--- config.mk ---
export PLATFORM = sky130hd
export DESIGN_NAME = if_prefetch
export DESIGN_NICKNAME = d
export VERILOG_FILES = /design/src/rtl/if_prefetch.sv
export SDC_FILE = /design/constraint.sdc
export NUM_CORES = 1
export LEC_CHECK = 0
export CAP_MARGIN = 25
export CORE_UTILIZATION = 60
export DETAILED_ROUTE_END_ITERATION = 12
export PLACE_DENSITY_LB_ADDON = 0.3
export SLEW_MARGIN = 20
export SYNTH_ARGS = -nofsm -noshare
export SYNTH_HDL_FRONTEND = slang
export SYNTH_SLANG_ARGS = --single-unit
--- constraint.sdc ---
create_clock -name clk -period 26.4 [get_ports clk]
set_input_delay 5.28 -clock clk [delete_from_list [all_inputs] [get_ports clk]]
set_output_delay 5.28 -clock clk [all_outputs]
set_load 0.02 [all_outputs]
--- src/rtl/if_prefetch.sv ---
// if_prefetch: instruction-fetch prefetcher with a DEPTH-entry instruction buffer.
// A single memory request is kept outstanding at a time. Redirects flush the
// buffer. A request already in flight when a redirect arrives is allowed to
// finish, and its data is dropped.
// Optional build macro IF_PREFETCH_PERF_EN adds the stall_cycles counter output.
module if_prefetch #(
   parameter logic [63:0] RESET_PC = 64'h0,
   parameter int          DEPTH    = 4
) (
   input  logic        clk,
   input  logic        reset,
   output logic        imem_req,
   output logic [63:0] imem_addr,
   input  logic        imem_ack,
   input  logic [31:0] imem_rdata,
   input  logic        redirect_valid,
   input  logic [63:0] redirect_pc,
   output logic        if_valid,
   output logic [31:0] if_instr,
   output logic [63:0] if_pc,
   input  logic        if_ready
`ifdef IF_PREFETCH_PERF_EN
  ,output logic [31:0] stall_cycles
`endif
);

   localparam int AW    = (DEPTH > 1) ? $clog2(DEPTH) : 1;
   localparam int CNT_W = AW + 1;
   localparam logic [63:0] RESET_PC_AL = {RESET_PC[63:2], 2'b00};

   typedef enum logic [1:0] {IDLE, WAIT, DRAIN} state_t;

   typedef struct packed {
      logic [31:0] instr;
      logic [63:0] pc;
   } ibuf_entry_t;

   state_t              state, state_nxt;
   logic [63:0]         fetch_pc, fetch_pc_nxt;
   logic [CNT_W-1:0]    cnt, cnt_nxt;
   logic [AW-1:0]       rd_ptr, wr_ptr;
   ibuf_entry_t         ibuf [DEPTH];
   logic                push, pop, issue, space_ok;

   // Buffer handshakes; a redirect kills both the incoming data and any pop.
   always_comb begin
      push = (state == WAIT) && imem_ack && !redirect_valid;
      pop  = if_valid && if_ready && !redirect_valid;
   end

   // Next occupancy, and whether one more request can be launched against it.
   always_comb begin
      cnt_nxt = cnt;
      if (redirect_valid)
         cnt_nxt = '0;
      else
         cnt_nxt = cnt + CNT_W'(push) - CNT_W'(pop);
      space_ok = (cnt_nxt < CNT_W'(DEPTH));
   end

   // Next fetch PC: redirect target wins, otherwise advance past an accepted word.
   always_comb begin
      fetch_pc_nxt = fetch_pc;
      if (redirect_valid)
         fetch_pc_nxt = {redirect_pc[63:2], 2'b00};
      else if (push)
         fetch_pc_nxt = fetch_pc + 64'd4;
   end

   // FSM state register.
   always_ff @(posedge clk or posedge reset) begin
      if (reset) state <= IDLE;
      else       state <= state_nxt;
   end

   // FSM next state. IDLE waits out a redirect cycle, so the new fetch_pc is in place before issuing.
   always_comb begin
      state_nxt = state;
      case (state)
         IDLE: begin
            if (!redirect_valid && space_ok) state_nxt = WAIT;
         end
         WAIT: begin
            if (redirect_valid)
               state_nxt = imem_ack ? IDLE : DRAIN;
            else if (imem_ack)
               state_nxt = space_ok ? WAIT : IDLE;
         end
         DRAIN: begin
            if (imem_ack) state_nxt = IDLE;
         end
         default: state_nxt = IDLE;
      endcase
   end

   // FSM outputs: the request stays high for the whole WAIT or DRAIN span; a new address is latched only on issue.
   always_comb begin
      imem_req = (state != IDLE);
      issue    = (state_nxt == WAIT) && ((state == IDLE) || imem_ack);
   end

   // Fetch PC and the request address register.
   always_ff @(posedge clk or posedge reset) begin
      if (reset) begin
         fetch_pc  <= RESET_PC_AL;
         imem_addr <= RESET_PC_AL;
      end else begin
         fetch_pc <= fetch_pc_nxt;
         if (issue) imem_addr <= fetch_pc_nxt;
      end
   end

   // Circular-buffer pointers and occupancy.
   always_ff @(posedge clk or posedge reset) begin
      if (reset) begin
         rd_ptr <= '0;
         wr_ptr <= '0;
         cnt    <= '0;
      end else begin
         cnt <= cnt_nxt;
         if (redirect_valid) begin
            rd_ptr <= '0;
            wr_ptr <= '0;
         end else begin
            if (push) wr_ptr <= wr_ptr + AW'(1);
            if (pop)  rd_ptr <= rd_ptr + AW'(1);
         end
      end
   end

   // Buffer storage. It is cleared on reset so that the head reads as zero afterwards.
   always_ff @(posedge clk or posedge reset) begin
      if (reset) begin
         for (int i = 0; i < DEPTH; i++) ibuf[i] <= '0;
      end else if (push) begin
         ibuf[wr_ptr] <= '{instr: imem_rdata, pc: fetch_pc};
      end
   end

   // Head presentation, read directly from the registered storage.
   always_comb begin
      if_valid = (cnt != '0);
      if_instr = ibuf[rd_ptr].instr;
      if_pc    = ibuf[rd_ptr].pc;
   end

`ifdef IF_PREFETCH_PERF_EN
   // Count cycles where the datapath is ready but no instruction is available; the count saturates.
   always_ff @(posedge clk or posedge reset) begin
      if (reset)
         stall_cycles <= '0;
      else if (if_ready && !if_valid && (stall_cycles != 32'hFFFF_FFFF))
         stall_cycles <= stall_cycles + 32'd1;
   end
`endif

endmodule
Word-level counts from Yosys, hierarchy flattened
Cells that the tools add are included.

Register bits after elaboration: 521. Latch bits: 0. RAM bits: 0. Bits in read-only memories: 0. Output and inout bits: 162. Logic and storage cells: 62. Memories: 0.

$add $sub $neg: 5. $mul: 0. Div/mod/pow operators: 0. $lt $le $gt $ge: 4. Eq/ne operators: 3. Shift-type cells: 0. Muxes and demuxes: 20. Bitwise logic cells: 2. Reduce and logical (&&, ||, !) cells: 14.

Operator list (number): bitwise mux 384 bit (1); two-way mux 96 bit (3); binary-select mux 96 bit (select 2 bit) (1); demux 96 bit (select 2 bit) (1); two-way mux 64 bit (2); adder 64 x 3 -> 64 bit (second input constant) (1); two-way mux 2 bit (9); logical AND 1 bit (7); greater-or-equal comparator 3 bit (second input constant) (2); inverter 2 -> 3 bit (2); one-hot mux 2 bit (3 select lines) (1); nonzero test 2 bit (3); adder 2 x 1 -> 2 bit (second input constant) (2); equality test 2 x 1 -> 1 bit (second input constant) (2); adder 3 x 1 -> 3 bit (1); < comparator 3 x 1 -> 1 bit (second input constant) (1); < comparator 3 bit (second input constant) (1); two-way mux 3 bit (1); nonzero test 3 bit (1); subtractor 3 x 1 -> 3 bit (1); equality test 2 bit (second input constant) (1); zero test 2 bit (1); zero test 1 bit (1); logical OR 1 bit (1); two-way mux 1 bit (1).

Logic depth before layout (Yosys ltp)
Depth in word-level cells: 13. Mapped depth: 17. Gate-level depth less buffers: 13.

Least setup slack after synthesis
OpenSTA, ideal clock, no wires.

Path type: input to register. Start: in redirect_valid. End: reg imem_addr[32]. Setup time: 141 ps. Arrival: 8710 ps. Data required time: 26259 ps. Slack: 17549 ps. Stages: 16. Path buffers: 6. Cell sequence: clkbuf_1 > clkbuf_1 > clkbuf_1 > nor2_1 > ha_1 > inv_1 > ha_1 > inv_1 > fa_1 > xor2_1 > xnor2_1 > and3_1 > clkbuf_1 > buf_1 > clkbuf_1 > a31oi_1.

Cells in the longest elaborated chain, start to end: 12. Elaborated cells on any way between the ends: 17.

RTL lines: from (decl) (line 16) `input logic redirect_valid,`; zero test 1 bit (line 47, 48, 81); logical AND 1 bit (line 47) `push = (state == WAIT) && imem_ack && !redirect_valid;`; adder 3 x 1 -> 3 bit (line 57) `cnt_nxt = cnt + CNT_W'(push) - CNT_W'(pop);`; subtractor 3 x 1 -> 3 bit (line 57); two-way mux 3 bit (line 54) `if (redirect_valid)`; < comparator 3 bit (line 58) `space_ok = (cnt_nxt < CNT_W'(DEPTH));`; two-way mux 1 bit (line 87) `state_nxt = space_ok ? WAIT : IDLE;`; two-way mux 2 bit (line 86) `else if (imem_ack)`; two-way mux 2 bit (line 84) `if (redirect_valid)`; one-hot mux 2 bit (3 select lines) (line 79) `case (state)`; equality test 2 x 1 -> 1 bit (line 99) `issue = (state_nxt == WAIT) && ((state == IDLE) || imem_ack);`; logical AND 1 bit (line 99); to (signal assigned) (line 109) `if (issue) imem_addr <= fetch_pc_nxt;`; to (decl) (line 13) `output logic [63:0] imem_addr,`.

Several ways; a longest one is shown, not always the timed one. A chain may end at the register's enable or synchronous reset.

Worst setup path in the final report
Start: reg rd_ptr[1]. End: out if_pc[33].

Cells in the longest elaborated chain, start to end: 4.

RTL lines: from (decl) (line 41) `logic [AW-1:0] rd_ptr, wr_ptr;`; from (signal assigned) (line 126) `if (pop) rd_ptr <= rd_ptr + AW'(1);`; inverter 2 -> 3 bit (not written as such) (line 144) `if_pc = ibuf[rd_ptr].pc;`; binary-select mux 96 bit (select 2 bit) (line 144); two-way mux 96 bit (not written as such) (2 in series) (line 144); to (decl) (line 20) `output logic [63:0] if_pc,`.

No other way between the ends. The select of a mux whose other input is x is not followed.

==> impl_metrics.ini <==
[cells_and_area]
layout.cells.non_filler = 2411
final_nets = 1971
drive_gt1_share_pct = 33.6
final_cell_mix = 519 x dfrtp_1, 417 x mux2_2, 259 x clkdlybuf4s50_1, 96 x mux4_2, 81 x nand2_1
nFillCells = 2413
final_common_cell = dfrtp_1
finish.instance_area_sq_um = 28100
num_antenna_cells = 0
syn2layout_area_growth_pct = 20.8

[power]
p_leak_uw = 0.0124
vdd_drop_max_uv = 75.1
cellPowerDensity_nw_per_um2 = 110

[critical_path]
slowest_stage = dfrtp_4
path_cells = buf_12 > buf_4 > buf_12 > mux4_2 > clkdlybuf4s50_1
crit_type = flop to primary output
cp_common_cell = buf_12
worst_r2r_endpoint = imem_addr[43]
r2r_start = cnt[1]
path_max_fanout = 30
critPathCaptureType = primary output
arrival_ns = 3.60
r2r_cells = 13
critPathRequiredTime_ns = 21.12
cp-start-kind = flop
r2r_slack_ns = 22.59
max_stage_delay_ns = 0.76

[die]
die_x_um = 199
io_pins = 263
die_y_um = 199
coreArea_sq_um = 37900
fp-row-count = 71
die_area_sq_um = 39500
start_util_pct = 61.3

[logic_synthesis]
syn_area_sq_um = 23300
synth_edf_count = 0
synth_mux_area_share_pct = 29.6
yosys.area_share.xor_xnor_pct = 1.54
synth_top_family_by_area = multiplexers
syn_inst = 1653
synth-compound-area-share_pct = 2.81
avgSynthCellArea_sq_um = 14.1
ys_seq_elements = 521
synth_simple_gate_area_share_pct = 7.07
seq_area_frac_synth_pct = 56.1
synth_fp_nets = 1762
synthAdderAreaFrac_pct = 0.463
synthArstFlopShare_pct = 100
ys_warn_count = 0
yosys_most_used_dff = dfrtp_1
synth.distinct_cells = 48

[route]
routedWlPerCell_um = 23.8
vias = 14984
drc = 0
dr.pass1.iters = 6
ant_nets = 0
vias_per_cell = 6.21
dr.first_iter.drc_count = 987
wl_mm = 57.3

[place]
dp_hpwl_mm = 35.4
gp_congestion = 0.909
place_area_sq_um = 26200
placed_cells = 2312
io_buffers = 260

[cts]
post_cts_buffers = 0
cts-resized-gates = 0
ctsLongestPathBuffers = 3
clock_latency_ns = 0.60
htree_levels = 2
cts_tree = done
hold_buffers = 0
ctsRootBufferMaster = clkbuf_16
clock-sinks = 521
cts_made_buffers = 52
clk_pin_slew_ns = 0.07

[run]
drv_cap = 0

[min_path]
min-delay-start = imem_addr[2]
holdPathEnd = imem_addr[2]
hold_path_class = flop to flop
hold_path_depth = 2

[global_routing]
grt_max_degree = 197
antenna_found_initial = 1
grt_pass1_vias = 16012
grt-ovfl-total = 0
grtUsageTotal_pct = 30.0
grt_pass1_wl_mm = 89.9

[timing]
timing.fmax_mhz = 113
timing.final.crit_share_pct = 33.6
finalHoldViolCount = 0
rsz0062_at_grt = false
fin_crit_ns = 8.88
whs_ns = 0.481
setup_viol = 0
slew_headroom_pct = 25.9
setup_tns_ns = 0
fin_worst_skew_ns = 0.0202
slew_viol_final = 0
tightestPinTransition_ns = 1.11

[run_status]
outcome = complete, no violations
==> cells in the mapped netlist, types with 2 or more instances <==
cell        n  area share (%)
ha_1        7            0.38
a31oi_1    41             1.1
nor3_1     10            0.22
or3_1      11            0.30
mux2i_1     2           0.086
inv_2       2           0.032
nor4_1      8            0.22
inv_1      17            0.27
o211ai_1    6            0.19
dfrtp_1   521              56
nand2_1    85             1.4
clkbuf_1   94             1.5
and4_1     10            0.38
nand3_1    35            0.75
and3_1     12            0.32
o21ai_0    43            0.93
nor2_1     62             1.0
or4_1      21            0.68
nand2b_1    2           0.054
buf_2      18            0.39
mux2_2    417              20
o31ai_1     8            0.26
nand4b_1    2           0.075
and2_1      5            0.13
mux4_2     96             9.3
xnor2_1    24            0.90
nand4_1    30            0.81
nor2b_1     4            0.11
xor2_1     17            0.64
a21oi_1     7            0.15
or2_2       4            0.11
buf_1      15            0.24
or4b_2      2           0.086
==> metal layers <==
| metal | global-route usage, % | vias up | wire length [um] |
|---|---|---|---|
| met2 | 48.3 | 549 | 27900 |
| met4 | 10.7 | 2 | 1650 |
| met1 | 40.1 | 7819 | 23300 |
| met5 | 0 | - | 11 |
| li1 | - | 6484 | - |
| met3 | 7.04 | 130 | 4460 |
==> registers in the layout, summed over array words and instances (netlist names) <==
| signal | count |
|---|---|
| rd_ptr | 2 |
| wr_ptr | 2 |
| ibuf | 384 |
| fetch_pc | 64 |
| cnt | 3 |
| imem_addr | 64 |
| state | 2 |
==> power by group <==
| part | total, uW | internal (uW) | leakage, uW | switching (uW) |
|---|---|---|---|---|
| logic | 1150 | 616 | 0.00490 | 538 |
| registers | 1180 | 1030 | 0.00668 | 154 |
| clock network | 761 | 454 | 0.000857 | 308 |
| total | 3090 | 2100 | 0.0124 | 999 |
==> kinds of logic (layout without fill, tap and decap cells) <==
group           after synthesis  count (layout)
buf+inv                     147             394
fa+ha+maj                     8               8
flops                       521             521
xor+xnor                     41              41
mux                         515             515
simple gates                311             311
compound gates              110             110
==> how the worst max path moves through the flow <==
stage              start       endpoint  slack (ns)  cells past startpoint
6_report       rd_ptr[1]      if_pc[33]       17.52                      5
5_1_grt        rd_ptr[1]      if_pc[33]       17.31                      5
4_1_cts        rd_ptr[1]   if_instr[20]       17.13                      3
3_5_place_dp    imem_ack  imem_addr[43]       17.06                     13
3_3_place_gp    imem_ack  imem_addr[38]       17.10                     13
2_1_floorplan      reset         cnt[0]        6.56                      1
==> area by class of cell <==
class	instances	area [sq um]	share of cell area, %
Clock inverter	16	235	0.837
Multi-Input combinational cell	985	9680	34.5
Clock buffer	76	1510	5.38
Tap cell	511	639	2.28
Sequential cell	521	13000	46.4
Inverter	19	78.8	0.280
Timing Repair Buffer	283	2910	10.3
==> worst max-delay path, delay by kind of cell, from the launching register on <==
family,cells,cell delay (ns)
buffers and inverters,4,1.65
flip-flops,1,0.76
multiplexers,1,0.56
==> metrics by stage <==
step | setup WS, ns | utilization (%) | power [uW]
2_1_floorplan | 6.56 | - | 1840
3_3_place_gp | 17.10 | 69.0 | 2290
3_5_place_dp | 17.06 | 69.0 | 2330
4_1_cts | 17.13 | 73.6 | 3100
5_1_grt | 17.31 | 74.1 | 3230
6_report | 17.52 | 74.1 | 3090
(Power assumes the default switching activity.)
